--- config.mk ---
export PLATFORM = sky130hd
export DESIGN_NAME = gpiotest_sequencer
export DESIGN_NICKNAME = d
export VERILOG_FILES = /design/src/rtl/gpiotest_sequencer.sv
export SDC_FILE = /design/constraint.sdc
export NUM_CORES = 1
export LEC_CHECK = 0
export BUFFER_PORTS_ARGS = -buffer_cell sky130_fd_sc_hd__buf_4
export CELL_PAD_IN_SITES_DETAIL_PLACEMENT = 2
export CELL_PAD_IN_SITES_GLOBAL_PLACEMENT = 2
export CORE_UTILIZATION = 37
export DETAILED_ROUTE_END_ITERATION = 10
export PLACE_DENSITY = 0.86
export SLEW_MARGIN = 20
export SYNTH_ARGS = -nofsm -noshare
export SYNTH_HDL_FRONTEND = slang
export SYNTH_SLANG_ARGS = --single-unit
--- constraint.sdc ---
create_clock -name clk -period 2.6 [get_ports clk]
set_input_delay 0 -clock clk [delete_from_list [all_inputs] [get_ports clk]]
set_output_delay 0 -clock clk [all_outputs]
set_load 0.005 [all_outputs]
--- src/rtl/gpiotest_sequencer.sv ---
// GPIO bring-up pattern sequencer: walk, count, per-pin ID pulses, checkerboard.
// Build option GPIOTEST_AUTO_ADVANCE_EN adds an automatic mode advance.
module gpiotest_sequencer #(
  parameter int CLOCK_HZ   = 12_000_000,
  parameter int STEP_HZ    = 10,
  parameter int NUM_PINS   = 32,
  parameter int ID_GAP     = 4,
  parameter int AUTO_STEPS = 64
) (
  input  logic                clk,
  input  logic                rst_n,
  input  logic                enable,
  input  logic                mode_next,
  output logic [NUM_PINS-1:0] gpio_out,
  output logic [1:0]          mode,
  output logic                step_tick
);

  localparam int DIV   = CLOCK_HZ / STEP_HZ;
  localparam int PW    = $clog2(DIV);
  localparam int FRAME = 2 * (NUM_PINS + ID_GAP);
  localparam int FW    = $clog2(FRAME);
  localparam logic [NUM_PINS-1:0] CHECKER =
    NUM_PINS'(32'h5555_5555);

  typedef enum logic [1:0] {
    WALK   = 2'd0,
    COUNT  = 2'd1,
    ID     = 2'd2,
    TOGGLE = 2'd3
  } mode_t;

  mode_t               mode_q, mode_d;
  logic [PW-1:0]       pre_q, pre_d;
  logic [FW-1:0]       ph_q, ph_d, ph_inc;
  logic [NUM_PINS-1:0] pat_d, id_pat;
  logic                tick_d;
  logic                term;
  logic                advance;
  logic                auto_next;

  assign term = enable && (pre_q == PW'(DIV - 1));

`ifdef GPIOTEST_AUTO_ADVANCE_EN
  localparam int AW = $clog2(AUTO_STEPS + 1);
  logic [AW-1:0] auto_q;

  assign auto_next = (auto_q == AW'(AUTO_STEPS));

  always_ff @(posedge clk or negedge rst_n) begin
    if (!rst_n)       auto_q <= '0;
    else if (advance) auto_q <= '0;
    else if (term)    auto_q <= auto_q + AW'(1);
  end
`else
  assign auto_next = 1'b0;
`endif

  assign advance = mode_next | auto_next;

  assign ph_inc = (ph_q == FW'(FRAME - 1)) ? '0 : ph_q + FW'(1);

  // Pin i pulses on odd phases while (phase>>1) <= i: i+1 pulses/frame
  always_comb begin
    id_pat = '0;
    for (int i = 0; i < NUM_PINS; i++)
      id_pat[i] = ph_inc[0] && (int'(ph_inc >> 1) <= i);
  end

  always_comb begin
    mode_d = mode_q;
    pre_d  = pre_q;
    ph_d   = ph_q;
    pat_d  = gpio_out;
    tick_d = 1'b0;
    if (advance) begin
      mode_d = mode_t'(mode_q + 2'd1);
      pre_d  = '0;
      ph_d   = '0;
      pat_d  = '0;
    end else if (term) begin
      pre_d  = '0;
      tick_d = 1'b1;
      unique case (mode_q)
        WALK: pat_d = (gpio_out == '0) ? NUM_PINS'(1) :
          {gpio_out[NUM_PINS-2:0], gpio_out[NUM_PINS-1]};
        COUNT: pat_d = gpio_out + NUM_PINS'(1);
        ID: begin
          ph_d  = ph_inc;
          pat_d = id_pat;
        end
        TOGGLE: pat_d = (gpio_out == '0) ? CHECKER : ~gpio_out;
      endcase
    end else if (enable) begin
      pre_d = pre_q + PW'(1);
    end
  end

  always_ff @(posedge clk or negedge rst_n) begin
    if (!rst_n) begin
      mode_q    <= WALK;
      pre_q     <= '0;
      ph_q      <= '0;
      gpio_out  <= '0;
      step_tick <= 1'b0;
    end else begin
      mode_q    <= mode_d;
      pre_q     <= pre_d;
      ph_q      <= ph_d;
      gpio_out  <= pat_d;
      step_tick <= tick_d;
    end
  end

  assign mode = mode_q;

endmodule

==> summary.md <==
| Metric | Value |
|---|---|
| Syn_area_per_cell | `7.83 um^2` |
| Vias per inst | `7.13` |
| Yosys synthesis warning count | `0` |
| Die extent in x | `120 um` |
| Initial antenna violation count | `0` |
| Post-synth top flop | `dfrtp_1` |
| Gate Count Post-Synth | `657` |
| Largest net degree at the start of global routing | `64` |
| Worst min path class | `primary input to flip-flop` |
| Post-synth EDFFs | `0` |
| Sink Count | `63` |
| CTS Buf Count | `9` |
| ANT cells | `0` |
| Skew final | `0.00879 ns` |
| Pint | `0.00226 W` |
| IO buf count | `38` |
| Crit-path cells | `ha_4 -> nor4bb_2 -> and3_2 -> or4_1 -> a221oi_1 -> o21ai_1` |
| Register area | `1580 um^2` |
| Pwr dens | `654 nW/um^2` |
| Area Growth Syn to Fin | `23.1%` |
| DR DRC count | `0` |
| Clk buf depth | `2` |
| DRT Pass-1 Iters | `5` |
| Antenna-violating nets left | `0` |
| Cell row count | `42` |
| Clk slew on worst S/H paths | `0.07 ns` |
| DR iter-0 viols | `778` |
| Clock latency on the worst-skew pair | `0.36 ns` |
| Routed wire length | `29,300 um` |
| IO Pins | `39` |
| Initial core utilization | `0.384` |
| Sequential share of power | `0.249` |
| # nets final | `733` |
| Clock root buffer master | `clkbuf_16` |
| Setup TNS | `-0.592 ns` |
| Avg WL per Cell | `32.4 um` |
| Failing checks | `setup timing` |
| Die Ht | `120 um` |
| Switching power | `0.00188 W` |
| Crit-path slowest cell | `a221oi_1` |
| Worst setup margin | `-0.406 ns` |
| LEAKAGE | `2.62 nW` |
| Core area | `13,400 um^2` |
| Vias in the first global route | `6,884` |
| DP Area | `5880 um^2` |
| Kind of critical path | `flip-flop to flip-flop` |
| First-pass GRT wire length | `41,400 um` |
| Final setup fails | `3` |
| Minimum clock period | `3.01 ns` |
| H-tree depth | `3` |
| Synth cell types | `74` |
| Worst Setup Start Kind | `flip-flop` |
| Highest clock rate | `0.333 GHz` |
| CTS tree | `done` |
| Post-synth ARST share | `1.00` |
| Worst-Margin Slew | `0.961 ns` |
| Clock power frac | `0.313` |
| Fill cell count | `1,464` |
| Max FO, Critical Path | `14` |
| Post-Syn Nets | `669` |
| GRT Total Usage | `0.383` |
| Final period utilization | `1.16` |
| Critical Path AT | `3.20 ns` |
| Max IR drop VDD | `0.000414 V` |
| Worst path required time | `2.80 ns` |
| Max_cap viols | `0` |
| HPWL Detailed | `17,100 um` |
| Worst rel slew slack | `0.359` |
| Via count | `6,431` |
| Max-slew violation count | `0` |
| Synth Register Bits | `63` |
| Fin. Hold Viols | `0` |
| Worst hold slack | `0.0137 ns` |
| Full die area | `14,400 um^2` |
| Proportion of layout cells with a drive suffix above 1 | `0.220` |
| CP peak stage delay | `0.85 ns` |
| Logic pwr share | `0.437` |
| Routability Congestion | `0.932` |
| Area of the multi-input gates | `3290 um^2` |
| Post-synthesis sequential area ratio | `0.306` |
| Run status | `complete, but fails checks` |
| Sw Ratio | `0.454` |
| Total grt overflow | `0` |
| Final Instance Area | `6330 um^2` |
| Worst setup EP type | `flip-flop` |
| Mapped cell area | `5150 um^2` |
## timing repair
| item | in CTS | in global routing |
|---|---|---|
| resized for setup | 5 | 13 |
| pin swaps | 1 | 2 |
| hold buffers | 1 | 0 |
| endpoints found under the hold margin | 63 | 0 |
| endpoints found under the setup margin | 20 | 19 |
| buffers inserted | 0 | 6 |
## cell usage after synthesis (3+ instances only)
master / count / area, um^2
inv_1: 22 / 82.6
a41oi_1: 4 / 35.0
dfrtp_1: 63 / 1580
and4_1: 5 / 43.8
and3_1: 10 / 62.6
o21ai_2: 4 / 35.0
a31o_2: 3 / 26.3
or4_1: 3 / 22.5
ha_1: 8 / 100
buf_2: 31 / 155
o221ai_1: 6 / 52.6
a311oi_1: 3 / 26.3
nand3_1: 40 / 200
a211oi_1: 12 / 90.1
clkbuf_1: 19 / 71.3
nand2b_1: 10 / 62.6
o211ai_1: 13 / 97.6
a21oi_1: 43 / 215
nand4_1: 22 / 138
o21ai_0: 34 / 170
nor4_1: 18 / 113
xor2_1: 19 / 166
xnor2_1: 17 / 149
and2_1: 3 / 18.8
o22ai_1: 3 / 18.8
a31oi_1: 8 / 50.1
nand2_1: 57 / 214
o31ai_1: 8 / 60.1
a221oi_1: 3 / 26.3
o311ai_0: 7 / 61.3
or3_1: 6 / 37.5
nor2_1: 65 / 244
o21ai_1: 12 / 60.1
mux2i_1: 6 / 60.1
nor3_1: 20 / 100
## power by group through the flow
stage	combinational [W]	sequential (W)	clock, W
detailed placement	0.00156	0.00105	0
global placement	0.00148	0.00104	0
finish	0.00181	0.00103	0.00130
global route	0.00186	0.00103	0.00133
floorplan	0.000896	0.00104	0
CTS	0.00164	0.00103	0.00128
## cell usage in the layout (no fill, tap or decap), drive strengths merged, types with 5 or more instances in the layout
cell,n
a41oi,5
o311ai,9
clkinv,5
and3,10
a31oi,8
a21oi,43
nand4,23
nand2,57
dfrtp,63
or3,6
o31ai,8
a211oi,12
xor2,19
nand2b,10
buf,110
o211ai,13
nand3,41
mux2i,6
nor2,66
o21ai,50
nor4,20
and4,5
ha,8
nor3,21
xnor2,17
clkbuf,9
inv,22
o221ai,7
or4,5
## per-layer routing
| layer | global-route usage | vias to the layer above | wire, um |
|---|---|---|---|
| met5 | 0 | - | 0 |
| met4 | 0.251 | 0 | 1920 |
| met3 | 0.0884 | 164 | 2330 |
| met2 | 0.628 | 419 | 13800 |
| met1 | 0.445 | 3276 | 11200 |
| li1 | - | 2572 | - |
## sequential cells by signal (all words and copies together) (netlist names)
name / cells
mode: 2
ph_q: 7
step_tick: 1
gpio_out: 32
pre_q: 21
## logic make-up after synthesis
group,count (synthesis),share of synthesized area
buf+inv,80,0.0722
simple gates,279,0.288
mux,6,0.0117
fa+ha+maj,8,0.0195
xor+xnor,36,0.0613
compound gates,185,0.241
flops,63,0.306
## layout make-up
cell class,instances,area share
clock inverter,7,0.0117
clock buffer,9,0.0356
tap,176,0.0348
sequential,63,0.249
timing repair buffer,111,0.136
multi-input combinational,514,0.520
inverter,22,0.0130
## worst max-delay path: cells and delay by family (launching register included)
family,cells,cell delay [ns]
adders and majority gates,1,0.25
and+or+nand+nor,3,1.10
DFF,1,0.43
AOI/OAI and AO/OA,2,1.06
## per-stage QoR
stage / std cells / power [W] / setup slack (ns) / util
3_5_place_dp: 879 / 0.00260 / -0.252 / 0.439
4_1_cts: 896 / 0.00395 / 0.00899 / 0.463
3_3_place_gp: 879 / 0.00252 / 0.00849 / 0.439
6_report: 902 / 0.00414 / -0.406 / 0.473
2_1_floorplan: 657 / 0.00193 / 0.441 / -
5_1_grt: 902 / 0.00422 / -0.376 / 0.473
## worst paths after layout
path	to	slack, ns	startpoint	depth (start not counted)
max	gpio_out[12]	-0.41	ph_q[0]	6
min	pre_q[1]	0.01	enable	3
max reg2reg	gpio_out[12]	-0.41	ph_q[0]	6
min reg2reg	gpio_out[1]	0.56	gpio_out[1]	2
max in group asynchronous	ph_q[2]	1.63	rst_n	2
min in group asynchronous	gpio_out[26]	0.32	rst_n	2
No activity file was read; power rests on OpenSTA's default activity.
